## src/rtl/meh_pkg.sv

```systemverilog
// Shared definitions for merge_event_aligner_n: word layout, flag codes,
// FSM state encoding and the word classifier.
package meh_pkg;

    // Word layout for the 65-bit link word.
    localparam int MEH_DW       = 65;
    localparam int META_BIT     = MEH_DW - 1;   // 1 = metadata word
    localparam int MOD_LAST_BIT = MEH_DW - 2;   // data word: last word of module
    localparam int FLAG_MSB     = 63;           // metadata flag field
    localparam int FLAG_LSB     = 60;
    localparam int L0ID_LSB     = 0;            // L0ID field in the EVT_HDR word

    localparam logic [3:0] FLAG_EVT_HDR = 4'hB;
    localparam logic [3:0] FLAG_M_HDR   = 4'h5;
    localparam logic [3:0] FLAG_EVT_FTR = 4'hE;

    typedef enum logic [2:0] {
        ST_HDR_WAIT,
        ST_HDR_TX,
        ST_MOD_SEL,
        ST_MOD_TX,
        ST_FTR_TX
    } state_t;

    typedef enum logic [2:0] {
        WT_DATA,
        WT_LAST,
        WT_EVT_HDR,
        WT_M_HDR,
        WT_EVT_FTR,
        WT_META
    } word_t;

    // tag = {meta, flag[3:0]}; flag[3] doubles as the module-last bit of data words
    function automatic word_t decode_word(input logic [META_BIT-FLAG_LSB:0] tag);
        word_t wt;
        if (!tag[META_BIT-FLAG_LSB]) begin
            wt = tag[MOD_LAST_BIT-FLAG_LSB] ? WT_LAST : WT_DATA;
        end else begin
            case (tag[FLAG_MSB-FLAG_LSB:0])
                FLAG_EVT_HDR: wt = WT_EVT_HDR;
                FLAG_M_HDR:   wt = WT_M_HDR;
                FLAG_EVT_FTR: wt = WT_EVT_FTR;
                default:      wt = WT_META;
            endcase
        end
        return wt;
    endfunction

endpackage

```

## src/rtl/meh_rr_arbiter.sv

```systemverilog
// Round-robin grant among requesting channels, starting the search at a
// pointer that moves past the last served channel on the advance strobe.
module meh_rr_arbiter #(
    parameter int N_CH  = 4,
    parameter int IDX_W = 2
) (
    input  logic              clk,
    input  logic              rst_n,
    input  logic              srst_n,
    input  logic [N_CH-1:0]   req,
    input  logic              advance,
    input  logic [IDX_W-1:0]  adv_idx,
    output logic              grant_valid,
    output logic [IDX_W-1:0]  grant_idx
);

    logic [IDX_W-1:0] ptr_q;

    // first requester at or after the pointer, wrapping around
    always_comb begin
        int j;
        j           = 0;
        grant_valid = 1'b0;
        grant_idx   = ptr_q;
        for (int k = 0; k < N_CH; k++) begin
            j = int'(ptr_q) + k;
            if (j >= N_CH) j = j - N_CH;
            if (!grant_valid && req[j]) begin
                grant_valid = 1'b1;
                grant_idx   = IDX_W'(j);
            end
        end
    end

    // pointer moves to served channel + 1 mod N_CH
    always_ff @(posedge clk or negedge rst_n) begin
        if (!rst_n) begin
            ptr_q <= '0;
        end else if (!srst_n) begin
            ptr_q <= '0;
        end else if (advance) begin
            ptr_q <= (adv_idx == IDX_W'(N_CH - 1)) ? '0 : adv_idx + 1'b1;
        end
    end

endmodule

```

## src/rtl/merge_event_aligner_n.sv

```systemverilog
// Merges N_CH FWFT event streams into one event: master header, module
// blocks round-robin, master footer. Optional L0ID cross-check is built
// when MEH_L0ID_CHECK_EN is defined; otherwise err_l0id is tied low.
//
// state      | meaning
// HDR_WAIT   | idle; wait for EVT_HDR on every enabled head, drop junk
// HDR_TX     | forward master header, drop the other headers
// MOD_SEL    | mark footer heads done, pick next M_HDR round-robin
// MOD_TX     | forward one module from the granted channel
// FTR_TX     | forward master footer, drop the others, count event
module merge_event_aligner_n
    import meh_pkg::*;
#(
    parameter int DATA_WIDTH    = 65,
    parameter int N_CH          = 4,
    parameter int EVT_HDR_WORDS = 6,
    parameter int EVT_FTR_WORDS = 3,
    parameter int L0ID_BITS     = 40,
    parameter int MEH_ID        = 0
) (
    input  logic                       clk,
    input  logic                       rst_n,
    input  logic                       srst_n,
    input  logic [N_CH*DATA_WIDTH-1:0] in_data,
    input  logic [N_CH-1:0]            in_empty,
    output logic [N_CH-1:0]            in_rd,
    input  logic [N_CH-1:0]            ch_enable,
    output logic [DATA_WIDTH-1:0]      out_data,
    output logic                       out_wren,
    input  logic                       out_almost_full,
    output logic [L0ID_BITS-1:0]       evt_l0id,
    output logic                       busy,
    output logic [15:0]                evt_count,
    output logic                       err_proto,
    output logic                       err_l0id
);

    localparam int IDX_W   = (N_CH > 1) ? $clog2(N_CH) : 1;
    localparam int CNT_MAX = (EVT_HDR_WORDS > EVT_FTR_WORDS) ? EVT_HDR_WORDS : EVT_FTR_WORDS;
    localparam int CNT_W   = $clog2(CNT_MAX + 1);

    state_t                state_q, state_d;
    logic [N_CH-1:0]       en_q, done_q, en_cur;
    logic [IDX_W-1:0]      master_q, master_cur, gnt_q, fwd_idx, arb_idx;
    logic                  mod_first_q, arb_valid, arb_adv;
    logic [CNT_W-1:0]      cnt_q [N_CH];
    logic [DATA_WIDTH-1:0] head [N_CH];
    word_t                 wt [N_CH];
    logic [N_CH-1:0]       is_hdr, is_mhdr, is_ftr, cnt_zero;
    logic [N_CH-1:0]       ftr_mask, req_mask, bad_sel, rd_c;
    logic                  hdr_ok, cnt_done, all_done, fwd, proto_set;
    logic                  g_empty, mod_meta_end, mod_fwd, mod_end;
    word_t                 g_wt;

    assign en_cur = (state_q == ST_HDR_WAIT) ? ch_enable : en_q;
    assign busy   = (state_q != ST_HDR_WAIT);
    // no reads while either reset is asserted, so nothing is consumed unseen
    assign in_rd  = rd_c & {N_CH{rst_n & srst_n}};

    // head decode and per-channel condition vectors
    always_comb begin
        is_hdr   = '0;
        is_mhdr  = '0;
        is_ftr   = '0;
        cnt_zero = '0;
        for (int i = 0; i < N_CH; i++) begin
            head[i]     = in_data[i*DATA_WIDTH +: DATA_WIDTH];
            wt[i]       = decode_word(head[i][META_BIT:FLAG_LSB]);
            is_hdr[i]   = (wt[i] == WT_EVT_HDR);
            is_mhdr[i]  = (wt[i] == WT_M_HDR);
            is_ftr[i]   = (wt[i] == WT_EVT_FTR);
            cnt_zero[i] = (cnt_q[i] == '0);
        end
        master_cur = '0;
        for (int i = N_CH - 1; i >= 0; i--) begin
            if (en_cur[i]) master_cur = IDX_W'(i);
        end
        hdr_ok   = (en_cur != '0) && ((~en_cur | (~in_empty & is_hdr)) == {N_CH{1'b1}});
        cnt_done = ((~en_q | cnt_zero) == {N_CH{1'b1}});
        ftr_mask = en_q & ~done_q & ~in_empty & is_ftr;
        req_mask = en_q & ~done_q & ~in_empty & is_mhdr;
        bad_sel  = en_q & ~done_q & ~in_empty & ~is_ftr & ~is_mhdr;
        all_done = (((done_q | ftr_mask) & en_q) == en_q);
        g_empty      = in_empty[gnt_q];
        g_wt         = wt[gnt_q];
        mod_meta_end = !mod_first_q && !g_empty && (g_wt != WT_DATA) && (g_wt != WT_LAST);
        mod_fwd      = !g_empty && !out_almost_full && !mod_meta_end;
        mod_end      = mod_meta_end || (mod_fwd && (g_wt == WT_LAST));
    end

    assign arb_adv = (state_q == ST_MOD_TX) && mod_end;

    meh_rr_arbiter #(
        .N_CH  (N_CH),
        .IDX_W (IDX_W)
    ) u_arb (
        .clk         (clk),
        .rst_n       (rst_n),
        .srst_n      (srst_n),
        .req         (req_mask),
        .advance     (arb_adv),
        .adv_idx     (gnt_q),
        .grant_valid (arb_valid),
        .grant_idx   (arb_idx)
    );

    // state register
    always_ff @(posedge clk or negedge rst_n) begin
        if (!rst_n) begin
            state_q <= ST_HDR_WAIT;
        end else if (!srst_n) begin
            state_q <= ST_HDR_WAIT;
        end else begin
            state_q <= state_d;
        end
    end

    // next-state decision
    always_comb begin
        state_d = state_q;
        case (state_q)
            ST_HDR_WAIT: if (hdr_ok) state_d = ST_HDR_TX;
            ST_HDR_TX:   if (cnt_done) state_d = ST_MOD_SEL;
            ST_MOD_SEL: begin
                if (arb_valid)     state_d = ST_MOD_TX;
                else if (all_done) state_d = ST_FTR_TX;
            end
            ST_MOD_TX:   if (mod_end) state_d = ST_MOD_SEL;
            ST_FTR_TX:   if (cnt_done) state_d = ST_HDR_WAIT;
            default:     state_d = ST_HDR_WAIT;
        endcase
    end

    // read strobes, forward select and protocol-error strobe per state
    always_comb begin
        rd_c      = '0;
        fwd       = 1'b0;
        fwd_idx   = master_q;
        proto_set = 1'b0;
        case (state_q)
            ST_HDR_WAIT: begin
                for (int i = 0; i < N_CH; i++) begin
                    if (en_cur[i] && !in_empty[i] && !is_hdr[i]) begin
                        proto_set = 1'b1;
                        rd_c[i]   = !out_almost_full;
                    end
                end
            end
            ST_HDR_TX, ST_FTR_TX: begin
                for (int i = 0; i < N_CH; i++) begin
                    rd_c[i] = en_q[i] && !cnt_zero[i] && !in_empty[i] && !out_almost_full;
                end
                fwd = rd_c[master_q];
            end
            ST_MOD_SEL: begin
                rd_c      = bad_sel & {N_CH{!out_almost_full}};
                proto_set = (bad_sel != '0);
            end
            ST_MOD_TX: begin
                rd_c[gnt_q] = mod_fwd;
                fwd         = mod_fwd;
                fwd_idx     = gnt_q;
                proto_set   = mod_meta_end;
            end
            default: ;
        endcase
    end

    // event bookkeeping, word counters and registered output
    always_ff @(posedge clk or negedge rst_n) begin
        if (!rst_n) begin
            en_q        <= '0;
            master_q    <= '0;
            done_q      <= '0;
            gnt_q       <= '0;
            mod_first_q <= 1'b0;
            evt_l0id    <= '0;
            out_data    <= '0;
            out_wren    <= 1'b0;
            evt_count   <= '0;
            err_proto   <= 1'b0;
            for (int i = 0; i < N_CH; i++) cnt_q[i] <= '0;
        end else if (!srst_n) begin
            en_q        <= '0;
            master_q    <= '0;
            done_q      <= '0;
            gnt_q       <= '0;
            mod_first_q <= 1'b0;
            evt_l0id    <= '0;
            out_data    <= '0;
            out_wren    <= 1'b0;
            evt_count   <= '0;
            err_proto   <= 1'b0;
            for (int i = 0; i < N_CH; i++) cnt_q[i] <= '0;
        end else begin
            out_wren <= fwd;
            if (fwd) out_data <= head[fwd_idx];
            if (proto_set) err_proto <= 1'b1;
            if (state_q == ST_HDR_WAIT) begin
                en_q     <= ch_enable;
                master_q <= master_cur;
            end
            if (state_q == ST_HDR_WAIT && state_d == ST_HDR_TX) begin
                evt_l0id <= head[master_cur][L0ID_LSB +: L0ID_BITS];
            end
            for (int i = 0; i < N_CH; i++) begin
                if (state_q == ST_HDR_WAIT && state_d == ST_HDR_TX) begin
                    cnt_q[i] <= CNT_W'(EVT_HDR_WORDS);
                end else if (state_q == ST_MOD_SEL && state_d == ST_FTR_TX) begin
                    cnt_q[i] <= CNT_W'(EVT_FTR_WORDS);
                end else if (rd_c[i] && (state_q == ST_HDR_TX || state_q == ST_FTR_TX)) begin
                    cnt_q[i] <= cnt_q[i] - 1'b1;
                end
            end
            if (state_q == ST_MOD_SEL) begin
                done_q <= done_q | ftr_mask;
                if (arb_valid) begin
                    gnt_q       <= arb_idx;
                    mod_first_q <= 1'b1;
                end
            end
            if (state_q == ST_MOD_TX && mod_fwd) mod_first_q <= 1'b0;
            if (state_q == ST_FTR_TX && cnt_done) begin
                evt_count <= evt_count + 16'd1;
                done_q    <= '0;
                evt_l0id  <= '0;
            end
        end
    end

`ifdef MEH_L0ID_CHECK_EN
    logic [N_CH-1:0] l0id_neq;
    logic [31:0]     unused_meh_id;
    assign unused_meh_id = MEH_ID;

    // header L0IDs of enabled channels against the master's
    always_comb begin
        l0id_neq = '0;
        for (int i = 0; i < N_CH; i++) begin
            l0id_neq[i] = en_cur[i] &&
                (head[i][L0ID_LSB +: L0ID_BITS] != head[master_cur][L0ID_LSB +: L0ID_BITS]);
        end
    end

    // sticky mismatch flag, evaluated when the event is accepted
    always_ff @(posedge clk or negedge rst_n) begin
        if (!rst_n) begin
            err_l0id <= 1'b0;
        end else if (!srst_n) begin
            err_l0id <= 1'b0;
        end else if (state_q == ST_HDR_WAIT && state_d == ST_HDR_TX && l0id_neq != '0) begin
            err_l0id <= 1'b1;
        end
    end
`else
    logic [31:0] unused_meh_id;
    assign unused_meh_id = MEH_ID;
    assign err_l0id      = 1'b0;
`endif

endmodule

```

## config.mk

```make
export PLATFORM = sky130hd
export DESIGN_NAME = merge_event_aligner_n
export DESIGN_NICKNAME = d
export VERILOG_FILES = /design/src/rtl/meh_pkg.sv /design/src/rtl/meh_rr_arbiter.sv /design/src/rtl/merge_event_aligner_n.sv
export SDC_FILE = /design/constraint.sdc
export NUM_CORES = 1
export LEC_CHECK = 0
export CORE_ASPECT_RATIO = 1.5
export CORE_MARGIN = 2
export CORE_UTILIZATION = 40
export DETAILED_ROUTE_END_ITERATION = 12
export PLACE_DENSITY = 0.85
export SLEW_MARGIN = 20
export SYNTH_ARGS = -nofsm -noshare
export SYNTH_HDL_FRONTEND = slang
export SYNTH_SLANG_ARGS = --single-unit
export TNS_END_PERCENT = 30
```

## constraint.sdc

```tcl
create_clock -name clk -period 2.1 [get_ports clk]
set_input_delay 0.42 -clock clk [delete_from_list [all_inputs] [get_ports clk]]
set_output_delay 0.42 -clock clk [all_outputs]
set_load 0.005 [all_outputs]
```

=== After elaboration in Yosys (flattened, before gate mapping) ===
Cells that the tools add are included.
Widths: inputs -> output; s select.

* Input bits: 272
* Output and inout bits: 129
* Word-level logic and storage cells: 306
* Register bits: 153

* Reduce and logical (&&, ||, !) cells: 73
* Muxes and demuxes: 115
* Equality and inequality tests: 51
* Bitwise logic cells: 24
* Add/sub/neg operators: 13
* $lt $le $gt $ge: 14

{| class="wikitable"
|+ Operators with widths
! cell !! count
|-
| $bmux 65 s2 || 2
|-
| $mux 65 || 4
|-
| $mux 40 || 5
|-
| $lt 32x4->1 const B || 4
|-
| $mux 32 || 4
|-
| $ge 32x4->1 const B || 3
|-
| $sub 32x4->32 const B || 3
|-
| $mux 3 || 25
|-
| $and 4x4->4 || 11
|-
| $eq 4x4->1 const B || 10
|-
| $logic_and 1x1->1 || 40
|-
| $pmux 3 s3 || 4
|-
| $mux 1 || 34
|-
| $mux 2 || 17
|-
| $mux 16 || 2
|-
| $eq 3x2->1 const B || 10
|-
| $not 4->4 || 6
|-
| $mux 4 || 5
|-
| $logic_not 1->1 || 19
|-
| $eq 3x3->1 const B || 6
|-
| $add 16x1->16 const B || 1
|-
| $eq 4x3->1 const B || 4
|-
| $ne 4x1->1 const B || 4
|-
| $pmux 4 s4 || 1
|-
| other kinds (30) || 66
|}

=== Depth between registers and ports, before layout ===
* Depth in word-level cells: 25
* Depth in mapped cells: 10
* Depth with buffers taken out: 8

=== By module ===
Synthesis repeated with hierarchy kept, for this count alone.

* Cells, all modules: 1204
* Area total of the unflattened synthesis: 10760.3 µm²

{| class="wikitable"
|+ By module, submodules not included
! module !! seq. area each (µm²) !! area an instance (µm²) !! cells an instance !! times used
|-
| merge_event_aligner_n || 3778.6 || 10570.1 || 1180 || 1
|-
| meh_rr_arbiter || 50.0 || 190.2 || 24 || 1
|}

=== Worst setup path after synthesis ===
OpenSTA, ideal clock, no wires.

* Path kind: register -> register
* Start point: reg state_q[0]
* End point: reg out_data[38]
* Period minus slack after synthesis: 2.252 ns
* Cell stages (with the launch flop): 10
* Setup time: 0.121 ns
* Setup slack: -0.152 ns
* Data arrival time: 2.131 ns
* Path buffers: 3
* Data required time: 1.979 ns
* Cell sequence: dfrtp_1 > buf_4 > inv_2 > nor2_4 > nand2_4 > mux2i_1 > buf_6 > buf_2 > mux4_1 > a22o_1

* Cells in the longest elaborated chain, start to end: 8
* Elaborated cells on any way between the ends: 13
* Those cells by class: eq/ne (4); mux (7); bitwise (1); reduce/logical (1)

{| class="wikitable"
|+ Ends and longest elaborated chain
! what !! RTL line !! RTL
|-
| start: declaration || merge_event_aligner_n.sv:42 || <nowiki>state_t state_q, state_d;</nowiki>
|-
| start signal: assignment || merge_event_aligner_n.sv:114 || <nowiki>state_q <= state_d;</nowiki>
|-
| $eq 3x2->1 || merge_event_aligner_n.sv:140 || <nowiki>case (state_q)</nowiki>
|-
| $mux 2 || merge_event_aligner_n.sv:140 ||
|-
| $not 2->3 (not written as such) || merge_event_aligner_n.sv:197 || <nowiki>if (fwd) out_data <= head[fwd_idx];</nowiki>
|-
| $bmux 65 s2 || merge_event_aligner_n.sv:197 ||
|-
| $mux 65 (not written as such) (2 in a row) || merge_event_aligner_n.sv:197 ||
|-
| $mux 65 || merge_event_aligner_n.sv:197 ||
|-
| $mux 65 || merge_event_aligner_n.sv:183 || <nowiki>end else if (!srst_n) begin</nowiki>
|-
| end signal: assignment || merge_event_aligner_n.sv:197 ||
|-
| end: declaration || merge_event_aligner_n.sv:28 || <nowiki>output logic [DATA_WIDTH-1:0] out_data,</nowiki>
|}

Parallel ways exist; a longest one is shown, timed or not. The select of a mux whose other input is x is not followed.
A chain may end at the register's enable or synchronous reset.

=== Worst setup path after layout ===
* Start point: in in_data[64]
* End point: out in_rd[0]

* Cells in the longest elaborated chain, start to end: 12
* Elaborated cells on any way between the ends: 24
* Those cells by class: eq/ne (4); mux (6); bitwise (7); reduce/logical (7)

{| class="wikitable"
|+ Ends and longest elaborated chain
! what !! RTL line !! RTL
|-
| start: declaration || merge_event_aligner_n.sv:24 || <nowiki>input logic [N_CH*DATA_WIDTH-1:0] in_data,</nowiki>
|-
| $mux 3 * || meh_pkg.sv:37 || <nowiki>if (!tag[META_BIT-FLAG_LSB]) begin</nowiki>
|-
| $bmux 3 s2 || merge_event_aligner_n.sv:85 || <nowiki>g_wt = wt[gnt_q];</nowiki>
|-
| $mux 3 (not written as such) (2 in a row) || merge_event_aligner_n.sv:85 ||
|-
| $reduce_bool 3->1 || merge_event_aligner_n.sv:86 || <nowiki>mod_meta_end = !mod_first_q && !g_empty && (g_wt != WT_DATA) && (g_wt != WT_LAST);</nowiki>
|-
| $logic_and 1x1->1 (2 in a row) || merge_event_aligner_n.sv:86 ||
|-
| $logic_not 1->1 || merge_event_aligner_n.sv:87 || <nowiki>mod_fwd = !g_empty && !out_almost_full && !mod_meta_end;</nowiki>
|-
| $logic_and 1x1->1 || merge_event_aligner_n.sv:87 ||
|-
| $and 4x4->4 (no source line) || - ||
|-
| $pmux 4 s4 * || merge_event_aligner_n.sv:140 ||
|-
| $and 4x4->4 * || merge_event_aligner_n.sv:58 || <nowiki>assign in_rd = rd_c & {N_CH{rst_n & srst_n}};</nowiki>
|-
| end: declaration || merge_event_aligner_n.sv:26 || <nowiki>output logic [N_CH-1:0] in_rd,</nowiki>
|}

Every way passes the cells marked *; elsewhere a longest branch is shown, timed or not. The select of a mux whose other input is x is not followed.

==> results.toml <==
[routing]
wl_per_cell_um = 28.11
vias_per_cell = 6.270
dr.pass1.iters = 5
wirelength_um = 51620
vias = 11510
ant_nets = 0
drc = 0
drtIter0Drc = 1139

[logic_synthesis]
avgSynthCellArea_um2 = 11.32
synth_ff_type = "dfrtp_1"
yosys-top-cells-area = "dfrtp_1 38%, mux4_2 13%, mux2i_1 8.6%"
yosysWarnings = 0
synth_edf_count = 0
synth_area_leader_cell = "dfrtp_1"
synth.net_count = 1186
synth_seq_area_share_pct = 37.52
netlist_instances = 901
synth-seq-cells = 153
synthDistinctLibCells = 72
synthArstFlopShare_pct = 100.0
syn_area_mm2 = 0.01020
yosysTopAreaCellShare_pct = 37.52

[floorplan]
design.core.area_mm2 = 0.02505
start_util_pct = 40.73
floorplan.rows = 71
chipHeight_um = 199.6
pin_count = 401
die-area_mm2 = 0.02683
dieWidth_um = 134.4

[setup_path]
crit_path_end_kind = "output pin"
worstSetupStartpointType = "input pin"
regToRegSetupSlack_ns = -0.45
crit_fanout = 4
worstSetupPathType = "input pin to output pin"
critical_path_arrival_ns = 2.36
required_ns = 1.68

[global_routing]
grt_use_total_pct = 35.09
grt_pass1_vias = 11670
antenna_found_initial = 2
grt_start_max_net_pins = 154
gr-total-overflow = 0
grt_pass1_wl_um = 69920

[clocking]
htreeDepth = 4
clk_latency_ns = 0.44
cts_buffers = 17
cts_hold_buf = 0
clockBufferDepth = 2
cts_root_buf = "clkbuf_16"
cts_tree = "yes"
clk_pin_slew_worst_paths_ns = 0.06
clock_sinks = 153

[timing]
rsz0062_at_grt = "true"
period_needed_ns = 2.778
worst_pin_slew_ns = 0.9323
worst_slack_ns = -0.6776
final-hold-violation-count = 0
finalCritPeriodShare_pct = 132.3
fin_hold_ws_ns = 0.1232
setup_viol = 121
fmax_mhz = 360.0
fin_skew_ns = 0.01594
timing.slew.headroom_pct = 37.85
finalMaxSlewViolations = 0

[cells_and_area]
area_growth_pct = 79.95
nets = 1779
final_util_pct = 73.29
stdcell_count = 1836
drive_gt1_share_pct = 32.27

[placed_design]
gp_congestion = 1.022
dp.cells = 1730
hpwl_um = 32770
io_buffers = 399

[power]
vdd_drop_max_mv = 0.5996
p_per_area_mw_per_mm2 = 517.8
power_w = 0.009507
leakagePower_nw = 8.283

[worst_hold_path]
worstHoldPathType = "input pin to async pin"

[outcome]
status = "finished, violations left"
violations = "setup timing"

[run]
maxCapViolations = 0
## cell usage in the layout (no fill, tap or decap), types with 9 or more instances in the layout
| cell type | Yosys | routed |
|---|---|---|
| clkdlybuf4s50_1 | 0 | 379 |
| dfrtp_1 | 153 | 151 |
| buf_4 | 9 | 143 |
| mux2i_1 | 88 | 83 |
| a22o_1 | 65 | 65 |
| mux4_2 | 60 | 61 |
| nand3_1 | 57 | 53 |
| mux2_4 | 0 | 40 |
| buf_6 | 19 | 39 |
| nor2_1 | 35 | 35 |
| o21ai_2 | 0 | 34 |
| nand2_1 | 36 | 33 |
| inv_1 | 30 | 29 |
| buf_12 | 0 | 29 |
| clkbuf_16 | 0 | 25 |
| a21oi_1 | 26 | 20 |
| xnor2_1 | 19 | 19 |
| buf_16 | 0 | 15 |
| o21ai_0 | 18 | 14 |
| ha_1 | 13 | 13 |
| dlygate4sd2_1 | 0 | 13 |
| nor3_1 | 19 | 12 |
| a31oi_1 | 13 | 10 |
| o21ai_1 | 40 | 9 |
## cell type report
class	count	area [um2]
inverter	32	125.1
antenna	2	5.005
clock inverter	10	214.0
timing repair buffer	636	6711
fill	1562	6690
multi-input combinational	654	6604
clock buffer	21	460.4
tap	328	410.4
sequential	153	3831
## kinds of logic after synthesis
logic type | after synthesis | share of synthesized area [%]
AOI/OAI and AO/OA | 201 | 13.88
DFF | 153 | 37.52
xor gates and xnor gates | 20 | 1.717
and+or+nand+nor | 219 | 11.49
buffers and inverters | 96 | 5.481
adders and majority gates | 13 | 1.594
other | 1 | 0.03675
muxes | 198 | 28.28
## final timing paths
path | start | to | cells after the start
min in group clk | cnt_q[10] | cnt_q[10] | 1
max in group asynchronous | rst_n | evt_l0id[4] | 2
setup reg to reg | state_q[1] | evt_l0id[23] | 12
hold reg to reg | cnt_q[10] | cnt_q[10] | 1
setup / recovery | in_data[64] | in_rd[0] | 9
hold / removal | rst_n | evt_l0id[15] | 2
## cell usage after synthesis (26+ instances only)
| cell type | count |
|---|---|
| mux4_2 | 60 |
| a21oi_1 | 26 |
| inv_1 | 30 |
| a22o_1 | 65 |
| nand2_1 | 36 |
| nor2_1 | 35 |
| o21ai_1 | 40 |
| nand3_1 | 57 |
| mux2_2 | 42 |
| dfrtp_1 | 153 |
| mux2i_1 | 88 |
## where the power goes
part / internal (W) / switching, W / leakage, nW
logic: 0.00162 / 0.00117 / 5.84
registers: 0.00301 / 0.0000483 / 2.12
clock network: 0.00230 / 0.00136 / 0.324
total: 0.00692 / 0.00258 / 8.28
## through the flow
stage          setup TNS [ns]  area, um2  worst slack (ns)
2_1_floorplan          -2.029      10250          -0.03663
3_5_place_dp          -105.91      15740            -1.028
6_report               -36.40      18360           -0.6776
3_3_place_gp          -100.30      15740            -1.003
4_1_cts                -39.86      17730           -0.5764
5_1_grt                -41.69      18360           -0.7266
## metal layers
metal  part of all wire, %  global-route usage (%)  vias up
met5                     0                       0        -
met3                   8.3                   7.560      272
met4                   7.8                   23.39        0
met1                    34                   38.25     5682
li1                      -                       -     4699
met2                    50                   61.07      858
## critical path, cell delays in order
cell and delay, ns:
clkdlybuf4s50_1 0.45, buf_4 0.17, mux2i_2 0.21, a211oi_4 0.11
nor4_4 0.41, buf_4 0.21, nand2_4 0.05, a31oi_4 0.18
buf_2 0.14
## repair_timing
action / in CTS / in global routing
gates cloned: 16 / 9
endpoints found under the setup margin: 132 / 140
resized for setup: 189 / 67
buffers inserted: 36 / 14
pin swaps: 44 / 77
## state kept, by name, summed over array words and instances (netlist names)
name         count
cnt_q           12
state_q          3
evt_count       16
en_q             4
gnt_q            2
master_q         2
u_arb.ptr_q      2
err_proto        1
out_data        65
done_q           4
evt_l0id        40
out_wren         1
mod_first_q      1
No activity file was read; power rests on OpenSTA's default activity.
==> variant: new RTL, same flow settings <==
Put one more register stage on the output `evt_count`. The value now appears one clock later. The other outputs are not delayed to match.
--- a/src/rtl/merge_event_aligner_n.sv
+++ b/src/rtl/merge_event_aligner_n.sv
@@ -40,4 +40,6 @@
     localparam int CNT_W   = $clog2(CNT_MAX + 1);
 
+    logic [15:0] evt_count_s0;
+
     state_t                state_q, state_d;
     logic [N_CH-1:0]       en_q, done_q, en_cur;
@@ -178,5 +180,5 @@
             out_data    <= '0;
             out_wren    <= 1'b0;
-            evt_count   <= '0;
+            evt_count_s0 <= '0;
             err_proto   <= 1'b0;
             for (int i = 0; i < N_CH; i++) cnt_q[i] <= '0;
@@ -190,5 +192,5 @@
             out_data    <= '0;
             out_wren    <= 1'b0;
-            evt_count   <= '0;
+            evt_count_s0 <= '0;
             err_proto   <= 1'b0;
             for (int i = 0; i < N_CH; i++) cnt_q[i] <= '0;
@@ -222,5 +224,5 @@
             if (state_q == ST_MOD_TX && mod_fwd) mod_first_q <= 1'b0;
             if (state_q == ST_FTR_TX && cnt_done) begin
-                evt_count <= evt_count + 16'd1;
+                evt_count_s0 <= evt_count_s0 + 16'd1;
                 done_q    <= '0;
                 evt_l0id  <= '0;
@@ -259,4 +261,8 @@
 `endif
 
+    always_ff @(posedge clk) begin
+        evt_count <= evt_count_s0;
+    end
+
 endmodule
 
Behaviour: same outputs for any inputs over 4 cycles, from zero or initial values and one cycle with rst_n low; that may be too few to reach the edited logic, so the function may still have changed.
==> variant against the unedited design <==
- the flow still finishes with violations (negative setup slack)
- power is 6.5% lower
- worst setup slack worse by 0.016 ns
- cell area is 0.10% higher
- core utilization is 3.4 points lower
- sequential cell count is 16 higher
- clock power is 15% lower
- first-iteration DRC count is 0.70% lower
- wire length is 3.9% lower
- area after synthesis is 3.9% higher
- critical path depth is 5 higher
- final cell count is 3.0% higher
==> variant: results (changes against the unedited design) <==
| Metric | Value |
|---|---|
| Share of layout cells above drive strength 1 | `0.330 (+0.00740)` |
| Worst EP arrival | `3.10 ns (+0.74 ns)` |
| Final setup vio count | `136 (+12%)` |
| Final Net Count | `1,823 (+2.5%)` |
| Post-DP HPWL | `32,500 um (-0.75%)` |
| Most area-consuming cells after synthesis | `dfrtp_1, mux4_2, nand2_1, nand3_1, a22o_1` |
| Largest net degree at the start of global routing | `174 (+13%)` |
| Failing checks | `negative setup slack` |
| Final Skew | `0.0104 ns (-0.00557 ns)` |
| Max FO, Critical Path | `5 (+1)` |
| Seq power | `0.00333 W (+9.2%)` |
| Area of placed instances | `0.0161 mm2 (+2.6%)` |
| GRT met3 Usage | `0.0858 (+0.0102)` |
| Initial antenna violation count | `4 (+2)` |
| Fillcell total | `1,761 (+13%)` |
| First-pass GRT wire length | `68,200 um (-2.5%)` |
| RR Startpoint | `gnt_q[0]` |
| Setup bufs post-CTS | `30 (-17%)` |
| Grt total ovfl | `0 (unchanged)` |
| Slew HR | `0.282 (-0.0961)` |
| Global Route Usage Sum | `0.328 (-0.0233)` |
| CTS resizes | `122 (-35%)` |
| Syn_nets | `1,246 (+5.1%)` |
| Worst vdd ir | `600 uV (+0.15%)` |
| Grt met2 use | `0.540 (-0.0709)` |
| Vias in the first global route | `11,800 (+0.67%)` |
| Status | `complete, but fails checks` |
| Gp weighted congestion | `0.935 (-8.5%)` |
| Seq pwr share | `0.375 (+0.054)` |
| Seq/Total Area, Yosys | `0.391 (+0.0163)` |
| Met1 GRT Util | `0.355 (-0.0274)` |
| Initial DRC Count | `1,131 (-0.70%)` |
| Yosys cell types | `73 (+1.4%)` |
| Top pwr grp | `registers` |
| CP max stage delay | `0.39 ns (-0.06 ns)` |
| Pint | `0.00628 W (-9.3%)` |
| CP max stage cell | `dfrtp_1` |
| Leak | `7.59 nW (-8.4%)` |
| Drt pass-1 iters | `6 (+1)` |
| Wirelength, routed | `49,600 um (-3.9%)` |
| Worst skew pair latency | `0.44 ns (about the same)` |
| Setup ws final | `-0.694 ns (-0.0160 ns)` |
| Top Registers | `out_data: 65 flops, evt_l0id: 40 flops` |
| Clock power share | `0.349 (-0.036)` |
| Synth cell count leaders | `dfrtp_1, mux4_2, nand2_1, nand3_1, nor2_1` |
| Setup slack at placement | `-1.25 ns (-0.222 ns)` |
[variant: routing by layer]
metal / part of all wire / up-vias
met5: 0.00022 / -
li1: - / 4810
met3: 0.091 / 289
met2: 0.50 / 842
met4: 0.085 / 2
met1: 0.33 / 5775
[variant: worst max-delay path by stage]
stage,from,end,depth (start not counted)
6_report,gnt_q[0],out_data[20],14
5_1_grt,gnt_q[0],out_data[17],14
4_1_cts,gnt_q[0],in_rd[1],8
3_5_place_dp,in_data[257],in_rd[1],8
3_3_place_gp,in_data[257],in_rd[1],8
2_1_floorplan,state_q[2],evt_l0id[9],8
[variant: through the flow]
| step | hold slack, ns | TNS [ns] | instances |
|---|---|---|---|
| finish | 0.0310 | -66.86 | 1891 |
| global route | 0.0332 | -77.90 | 1891 |
| CTS | 0.0165 | -59.22 | 1864 |
| detailed placement | 0.364 | -129.59 | 1792 |
| global placement | 0.356 | -124.05 | 1792 |
| floorplan | 0.124 | -29.36 | 961 |
[variant: kinds of logic (layout without fill, tap and decap cells)]
kind of cell,count (synthesis),after routing,synth area share
AND/OR/NAND/NOR,336,339,0.157
AO/OA/AOI/OAI,203,203,0.133
flip-flops,169,169,0.391
multiplexers,115,115,0.234
buffers and inverters,102,689,0.0510
XOR/XNOR,22,22,0.0182
adder cells (fa/ha/maj),13,13,0.0153
other,1,4,0.000354
[variant: area by class of cell]
class / count / area, um2 / share of cell area
multi-input cells: 693 / 6570 / 0.357
well taps: 337 / 422 / 0.0229
clock inverters: 14 / 130 / 0.00708
diodes: 3 / 7.51 / 0.000408
repair buffers: 631 / 6570 / 0.358
inverters: 26 / 101 / 0.00551
clock buffers: 18 / 429 / 0.0233
flip-flops and latches: 169 / 4150 / 0.226
